$ cat src/rtl/fb_pixel_writer.sv
// Framebuffer write stage: clips renderer pixels, converts them to linear addresses,
// buffers them in a small show-ahead FIFO and performs full-screen clears on request.
module fb_pixel_writer #(
  parameter int CORDW      = 16,
  parameter int CIDXW      = 4,
  parameter int WIDTH      = 320,
  parameter int HEIGHT     = 180,
  parameter int FIFO_DEPTH = 4,
  parameter int ADDRW      = $clog2(WIDTH*HEIGHT)
) (
  input  logic                    clk,
  input  logic                    rst,
  input  logic signed [CORDW-1:0] x_i,
  input  logic signed [CORDW-1:0] y_i,
  input  logic [CIDXW-1:0]        cidx_i,
  input  logic                    drawing_i,
  output logic                    oe_o,
  input  logic                    clear_i,
  input  logic [CIDXW-1:0]        clear_cidx_i,
  output logic                    fb_we_o,
  output logic [ADDRW-1:0]        fb_addr_o,
  output logic [CIDXW-1:0]        fb_cidx_o,
  input  logic                    fb_ready_i,
  output logic                    busy_o,
  output logic                    clear_done_o,
  output logic [15:0]             clip_cnt_o
);

  localparam int PTRW = $clog2(FIFO_DEPTH);
  localparam int CNTW = PTRW + 1;
  localparam logic [ADDRW-1:0]        LAST_ADDR = ADDRW'(WIDTH*HEIGHT-1);
  localparam logic signed [CORDW-1:0] WIDTH_S   = CORDW'(WIDTH);
  localparam logic signed [CORDW-1:0] HEIGHT_S  = CORDW'(HEIGHT);
  localparam logic [CNTW-1:0]         DEPTH_C   = CNTW'(FIFO_DEPTH);

  typedef enum logic [1:0] {
    PASS  = 2'd0,
    DRAIN = 2'd1,
    CLEAR = 2'd2
  } state_e;

  state_e            state_q, state_d;
  logic [ADDRW-1:0]  clr_addr_q, clr_addr_d;
  logic [CIDXW-1:0]  clr_cidx_q, clr_cidx_d;
  logic              clear_done_q, clear_done_d;
  logic [15:0]       clip_cnt_q, clip_cnt_d;

  logic [ADDRW-1:0]  addr_mem_q [FIFO_DEPTH];
  logic [CIDXW-1:0]  cidx_mem_q [FIFO_DEPTH];
  logic [PTRW-1:0]   wr_ptr_q, wr_ptr_d;
  logic [PTRW-1:0]   rd_ptr_q, rd_ptr_d;
  logic [CNTW-1:0]   count_q, count_d;

  logic              accept_s;
  logic              in_range_s;
  logic              push_s;
  logic              pop_s;
  logic [ADDRW-1:0]  pix_addr_s;

  // State register
  always_ff @(posedge clk) begin
    if (rst) begin
      state_q <= PASS;
    end else begin
      state_q <= state_d;
    end
  end

  // Next state plus clear-sequencer next values
  always_comb begin
    state_d      = state_q;
    clr_addr_d   = clr_addr_q;
    clr_cidx_d   = clr_cidx_q;
    clear_done_d = 1'b0;
    case (state_q)
      PASS: begin
        if (clear_i) begin
          clr_cidx_d = clear_cidx_i;
          state_d    = DRAIN;
        end else begin
          state_d = PASS;
        end
      end
      DRAIN: begin
        if (count_q == {CNTW{1'b0}}) begin
          clr_addr_d = {ADDRW{1'b0}};
          state_d    = CLEAR;
        end else begin
          state_d = DRAIN;
        end
      end
      CLEAR: begin
        if (fb_ready_i) begin
          if (clr_addr_q == LAST_ADDR) begin
            clear_done_d = 1'b1;
            state_d      = PASS;
          end else begin
            clr_addr_d = clr_addr_q + ADDRW'(1);
          end
        end else begin
          state_d = CLEAR;
        end
      end
      default: begin
        state_d = PASS;
      end
    endcase
  end

  // Outputs, all derived from registered state
  always_comb begin
    oe_o   = (state_q == PASS) && (count_q < DEPTH_C);
    busy_o = (state_q != PASS) || (count_q != {CNTW{1'b0}});
    if (state_q == CLEAR) begin
      fb_we_o   = 1'b1;
      fb_addr_o = clr_addr_q;
      fb_cidx_o = clr_cidx_q;
    end else if (count_q != {CNTW{1'b0}}) begin
      fb_we_o   = 1'b1;
      fb_addr_o = addr_mem_q[rd_ptr_q];
      fb_cidx_o = cidx_mem_q[rd_ptr_q];
    end else begin
      fb_we_o   = 1'b0;
      fb_addr_o = {ADDRW{1'b0}};
      fb_cidx_o = {CIDXW{1'b0}};
    end
  end

  assign clear_done_o = clear_done_q;
  assign clip_cnt_o   = clip_cnt_q;

  // Pixel acceptance, clipping and FIFO bookkeeping
  always_comb begin
    accept_s   = drawing_i && oe_o;
    in_range_s = (x_i >= $signed({CORDW{1'b0}})) && (x_i < WIDTH_S) &&
                 (y_i >= $signed({CORDW{1'b0}})) && (y_i < HEIGHT_S);
    push_s     = accept_s && in_range_s;
    pop_s      = (state_q != CLEAR) && (count_q != {CNTW{1'b0}}) && fb_ready_i;
    // Out-of-range values produce a meaningless address but are never pushed
    pix_addr_s = ADDRW'(y_i) * ADDRW'(WIDTH) + ADDRW'(x_i);
    wr_ptr_d   = push_s ? wr_ptr_q + PTRW'(1) : wr_ptr_q;
    rd_ptr_d   = pop_s  ? rd_ptr_q + PTRW'(1) : rd_ptr_q;
    case ({push_s, pop_s})
      2'b10:   count_d = count_q + CNTW'(1);
      2'b01:   count_d = count_q - CNTW'(1);
      default: count_d = count_q;
    endcase
    if (accept_s && !in_range_s && (clip_cnt_q != 16'hFFFF)) begin
      clip_cnt_d = clip_cnt_q + 16'd1;
    end else begin
      clip_cnt_d = clip_cnt_q;
    end
  end

  // FIFO storage, contents are don't-care until pushed
  always_ff @(posedge clk) begin
    if (push_s) begin
      addr_mem_q[wr_ptr_q] <= pix_addr_s;
      cidx_mem_q[wr_ptr_q] <= cidx_i;
    end
  end

  // Datapath registers
  always_ff @(posedge clk) begin
    if (rst) begin
      wr_ptr_q     <= {PTRW{1'b0}};
      rd_ptr_q     <= {PTRW{1'b0}};
      count_q      <= {CNTW{1'b0}};
      clr_addr_q   <= {ADDRW{1'b0}};
      clr_cidx_q   <= {CIDXW{1'b0}};
      clear_done_q <= 1'b0;
      clip_cnt_q   <= 16'd0;
    end else begin
      wr_ptr_q     <= wr_ptr_d;
      rd_ptr_q     <= rd_ptr_d;
      count_q      <= count_d;
      clr_addr_q   <= clr_addr_d;
      clr_cidx_q   <= clr_cidx_d;
      clear_done_q <= clear_done_d;
      clip_cnt_q   <= clip_cnt_d;
    end
  end

endmodule
$ cat config.mk
export PLATFORM = sky130hd
export DESIGN_NAME = fb_pixel_writer
export DESIGN_NICKNAME = d
export VERILOG_FILES = /design/src/rtl/fb_pixel_writer.sv
export SDC_FILE = /design/constraint.sdc
export NUM_CORES = 1
export LEC_CHECK = 0
export BUFFER_PORTS_ARGS = -buffer_cell sky130_fd_sc_hd__buf_2
export CAP_MARGIN = 20
export CORE_MARGIN = 4
export CORE_UTILIZATION = 58
export CTS_CLUSTER_SIZE = 25
export DETAILED_ROUTE_END_ITERATION = 12
export HOLD_SLACK_MARGIN = 0.02
export PLACE_DENSITY = 0.79
export SLEW_MARGIN = 40
export SYNTH_ARGS = -nofsm -noshare
export SYNTH_HDL_FRONTEND = slang
export SYNTH_SLANG_ARGS = --single-unit
$ cat constraint.sdc
create_clock -name clk -period 3.07 [get_ports clk]
set_clock_uncertainty 0.15 [all_clocks]
set_input_delay 0.1535 -clock clk [delete_from_list [all_inputs] [get_ports clk]]
set_output_delay 0.1535 -clock clk [all_outputs]
set_load 0.03 [all_outputs]
**Yosys cells after proc, flatten, opt, wreduce, memory -nomap -nowiden**

Memories as Yosys holds them, arrays and structs flattened. A register that Yosys moved wholly into a read port is not among the register bits.
Index checks and enable logic that the tools add are counted.

- Register bits after elaboration: 46
- RAM bits: 80
- Input port bits: 45
- Word-level logic and storage cells: 80
- Memories: 2

- $add $sub $neg: 7
- $mul: 1
- $lt $le $gt $ge: 5
- Equality and inequality tests: 11
- Mux-type cells: 23
- Bitwise gates (word level): 2
- Reductions and logical operators: 21

Memory list:

| memory | words | width | read ports | clocked after Yosys merged registers in | wr ports | line | RTL |
|---|---|---|---|---|---|---|---|
| addr_mem_q | 4 | 16 | 1 | 1 | 1 | 48 | `logic [ADDRW-1:0] addr_mem_q [FIFO_DEPTH];` |
| cidx_mem_q | 4 | 4 | 1 | 1 | 1 | 49 | `logic [CIDXW-1:0] cidx_mem_q [FIFO_DEPTH];` |

Operators with widths:

| cell | number |
|---|---|
| 16-bit 2-to-1 mux | 5 |
| 16-bit by 1-bit adder with 16-bit output (second input constant) | 2 |
| 16-bit by 1-bit greater-or-equal comparator with 1-bit output (second input constant) | 2 |
| 16-bit one-hot mux with 2 select lines | 1 |
| 16-bit adder | 1 |
| 16-bit == test (second input constant) | 1 |
| 16-bit by 10-bit < comparator with 1-bit output (second input constant) | 1 |
| 16-bit by 9-bit < comparator with 1-bit output (second input constant) | 1 |
| 16-bit by 4-bit multiplier with 10-bit output (second input constant) | 1 |
| 16-bit != test (second input constant) | 1 |
| 2-bit 2-to-1 mux | 7 |
| 1-bit logical AND | 10 |
| 4-bit 2-to-1 mux | 2 |
| 2-bit != test (second input constant) | 4 |
| 1-bit 2-to-1 mux | 6 |
| 2-bit one-hot mux with 3 select lines | 1 |
| 3-bit one-hot mux with 2 select lines | 1 |
| 2-bit nonzero test | 3 |
| 2-bit by 1-bit adder with 2-bit output (second input constant) | 2 |
| 2-bit by 1-bit == test with 1-bit output (second input constant) | 2 |
| 2-bit == test (second input constant) | 2 |
| 4-bit AND reduction | 1 |
| 3-bit by 1-bit adder with 3-bit output (second input constant) | 1 |
| 3-bit zero test | 1 |
| 10 further kinds | 11 |

**Depth between registers and ports, before layout**

- Word-level depth: 7
- Gate-level depth with buffers: 11
- Mapped depth without buffers: 11

**Least setup slack after synthesis**

OpenSTA, ideal clock, no wires.

- Kind: input to register
- Start point: input port y_i[1]
- End point: memory addr_mem_q[0][15] in the netlist's numbering, data pin
- Setup time: 274 ps
- Arrival: 2276 ps
- Setup slack: 370 ps
- Stages on the path: 9
- Buffers on the path: 0
- Path through: ha_1 -> ha_1 -> fa_1 -> xor2_1 -> ha_1 -> or3_1 -> o211ai_1 -> o21ai_0 -> xnor2_1

- Word-level cells in the longest chain between the ends: 2

Ends and longest elaborated chain:

| item | line | RTL |
|---|---|---|
| start: declaration | 14 | `input logic signed [CORDW-1:0] y_i,` |
| 16-bit by 4-bit multiplier with 10-bit output | 140 | `pix_addr_s = ADDRW'(y_i) * ADDRW'(WIDTH) + ADDRW'(x_i);` |
| 16-bit adder | 140 |  |
| named net pix_addr_s[15] | 58 | `logic [ADDRW-1:0] pix_addr_s;` |
| end: declaration | 48 |  |

The timed path passes the listed nets, and every way through them passes these cells.

**Worst setup path after layout**

- Start point: input port y_i[0]
- End point: memory addr_mem_q[2][15] in the netlist's numbering, data pin

Same word-level chain as after synthesis.

==> flow_metrics.env <==
export IMPL_ios=85
export IMPL_yosysUniqueCellTypes=65
export IMPL_yosysWarningCount=0
export IMPL_ys_async_sr_fraction_pct=0
export IMPL_syn_avg_cell_area_sq_um=12.4
export IMPL_ys_seq_area_share_pct=53.3
export IMPL_vias_per_cell=6.14
export IMPL_arrival_ps=3000
export IMPL_postCtsSetupBuffers=0
export IMPL_placeableCoreArea_sq_um=10500
export IMPL_cts_tree="built"
export IMPL_min_path_type="primary input to flip-flop"
export IMPL_leakage_uw=0.00284
export IMPL_firstDrtPassIters=8
export IMPL_synth_top_family_by_area="simple AND/OR/NAND/NOR gates"
export IMPL_crit_path_end_kind="flip-flop"
export IMPL_vias=4722
export IMPL_antenna_left=0
export IMPL_fmaxAchievable_ghz=0.346
export IMPL_total_power_uw=4300
export IMPL_synth_xor_area_share_pct=3.75
export IMPL_finalHoldViolations=0
export IMPL_slew_limit_headroom_pct=52.8
export IMPL_first_global_vias=4688
export IMPL_fin_crit_sh_pct=94.1
export IMPL_antenna_cells=0
export IMPL_critPathKind="primary input to flip-flop"
export IMPL_die_area_sq_um=12600
export IMPL_antenna_found_initial=0
export IMPL_area_growth_pct=21.2
export IMPL_fin_tns_setup_ps=0
export IMPL_wl_per_cell_um=18.4
export IMPL_port_buffers=84
export IMPL_drtIter0Drc=436
export IMPL_layout_drive_gt1_share_pct=27.3
export IMPL_insertion_delay_ps=530
export IMPL_drc=0
export IMPL_fin_crit_ps=2890
export IMPL_synthFlopType="edfxtp_1"
export IMPL_clock_root_buffer="clkbuf_8"
export IMPL_yosys_area_share_adder_pct=6.70
export IMPL_cp_max_fo=4
export IMPL_rows=37
export IMPL_synth_fp_nets=585
export IMPL_die_w_um=112
export IMPL_dieHeight_um=112
export IMPL_maxCapViolCount=0
export IMPL_drv_slew=0
export IMPL_grt_use_total_pct=23.3
export IMPL_synth_compound_area_share_pct=11.0
export IMPL_synth_mux_area_share_pct=8.29
export IMPL_grt_overflow=0
export IMPL_synth_area_sq_um=6310
export IMPL_gp_congestion=0.825
export IMPL_setup_viol=0
export IMPL_required_ps=3180
export IMPL_cts_inserted_buffers=17
export IMPL_finalNetCount=697
export IMPL_ys_ff_latch=128
export IMPL_start_util_pct=60.3
export IMPL_cts_buffer_depth=2
export IMPL_rsz0062_at_grt="no"
export IMPL_synthCells=508
export IMPL_grt_max_degree=37
export IMPL_place_hpwl_um=9210
export IMPL_startpoint_type="primary input"
export IMPL_clock_sinks=128
export IMPL_worstMarginPinSlew_ps=708
export IMPL_synthSimpleGateAreaFrac_pct=14.0
export IMPL_grt_pass1_wl_um=23100
export IMPL_clkTransAtPathRegs_ps=60
export IMPL_h_tree_depth=4
export IMPL_outcome="completed"
export IMPL_power_per_cell_area_nw_per_um2=563
export IMPL_peakVddDrop_uv=566
export IMPL_finalHoldWorstSlack_ps=46.9
export IMPL_synth_edff_count=80
export IMPL_routed_wirelength_um=14100
-- cells in the final DEF (no fill, tap or decap), types with 10 or more instances in the layout --
cell,n
buf_2,84
edfxtp_1,80
dfxtp_1,48
a21oi_1,30
nor2_1,29
ha_1,29
nand2_1,26
dlygate4sd3_1,23
mux4_2,20
nand3_1,18
a22o_1,18
xnor2_1,17
inv_1,16
clkbuf_16,16
or4_1,14
o31ai_1,12
buf_4,11
o21ai_0,10
-- Yosys cell counts (3+ instances only) --
| master | count | area (sq um) |
|---|---|---|
| edfxtp_1 | 80 | 2400 |
| dfxtp_1 | 48 | 961 |
| a21oi_1 | 30 | 150 |
| ha_1 | 29 | 363 |
| nor2_1 | 29 | 109 |
| nand2_1 | 26 | 97.6 |
| mux4_2 | 20 | 450 |
| a22o_1 | 18 | 158 |
| nand3_1 | 18 | 90.1 |
| xnor2_1 | 18 | 158 |
| clkbuf_1 | 16 | 60.1 |
| inv_1 | 16 | 60.1 |
| or4_1 | 14 | 105 |
| o31ai_1 | 12 | 90.1 |
| o21ai_0 | 11 | 55.1 |
| xor2_1 | 9 | 78.8 |
| or3_1 | 8 | 50.1 |
| and3_1 | 6 | 37.5 |
| nand4_1 | 6 | 37.5 |
| nor4_1 | 6 | 37.5 |
| o21ai_1 | 6 | 30.0 |
| mux2i_1 | 5 | 50.1 |
| a211oi_1 | 4 | 30.0 |
| nor3_1 | 4 | 20.0 |
| a21oi_2 | 3 | 26.3 |
| and2_1 | 3 | 18.8 |
| and4_1 | 3 | 26.3 |
| buf_2 | 3 | 15.0 |
| buf_6 | 3 | 33.8 |
| fa_1 | 3 | 60.1 |
| nor2b_1 | 3 | 18.8 |
| o211ai_1 | 3 | 22.5 |
| o21a_1 | 3 | 22.5 |
-- worst paths after layout --
check	to	cells after the start	slack (ps)	startpoint
max reg2reg	count_q[2]$_SDFFE_PP0P_	8	390	state_q[0]$_SDFFE_PP0P_
max	addr_mem_q[2][15]$_DFFE_PP_	11	180	y_i[0]
min reg2reg	clip_cnt_o[14]$_SDFFE_PP0P_	2	350	clip_cnt_o[14]$_SDFFE_PP0P_
min	addr_mem_q[0][12]$_DFFE_PP_	3	50	x_i[12]
-- metrics by stage --
step | setup slack, ps | utilization [%] | cells | cell area [sq um]
after global placement | 162 | 65.5 | 714 | 6850
after global routing | 33.6 | 73.1 | 769 | 7650
after floorplan | 370 | - | 508 | 6310
after detailed placement | 57.2 | 65.5 | 714 | 6850
after CTS | 189 | 73.0 | 769 | 7640
final | 180 | 73.1 | 769 | 7650
-- report_power, final --
group          switching (uW)  total [uW]  leakage, uW  internal [uW]
Sequential               16.5        1920      0.00111           1910
Combinational             305         509      0.00147            204
Clock                     768        1870     0.000265           1100
-- worst max-delay path: stages --
cell           delay, ps
dlygate4sd3_1        530
buf_2                130
ha_1                 190
ha_1                 210
fa_1                 420
xor2_1               160
ha_1                 330
or3_1                360
o211ai_1             140
o21ai_1              170
xnor2_2              180
-- layout make-up --
class | instances | area (sq um)
Sequential cell | 128 | 3360
Multi-Input combinational cell | 339 | 2760
Clock buffer | 18 | 428
Clock inverter | 14 | 131
Inverter | 16 | 60.1
Tap cell | 136 | 170
Fill cell | 724 | 2810
Timing Repair Buffer | 118 | 733
-- sequential cells by signal, summed over array words and instances (netlist names), 3 cells and up, named ones only --
register and count:
addr_mem_q 64, cidx_mem_q 16, clip_cnt_o 16, clr_addr_q 16, clr_cidx_q 4, count_q 3
-- what timing repair did --
action,in CTS,in global routing
endpoints found under the setup margin,0,4
resized for setup,0,2
hold buffers,23,0
endpoints found under the hold margin,66,0
-- layer usage --
layer  global-route usage, %  share of wire (%)  vias to the layer above
li1                        -                  -                     2188
met1                    30.2                 41                     2319
met2                    37.2                 49                      185
met3                    6.20                6.9                       30
met4                    9.86                2.2                        0
met5                       0                  0                        -
-- cell families after synthesis --
family	after synthesis
xor+xnor	27
fa+ha+maj	32
simple gates	150
mux	27
buf+inv	41
flops	128
compound gates	103
No activity file was read; power rests on OpenSTA's default activity.
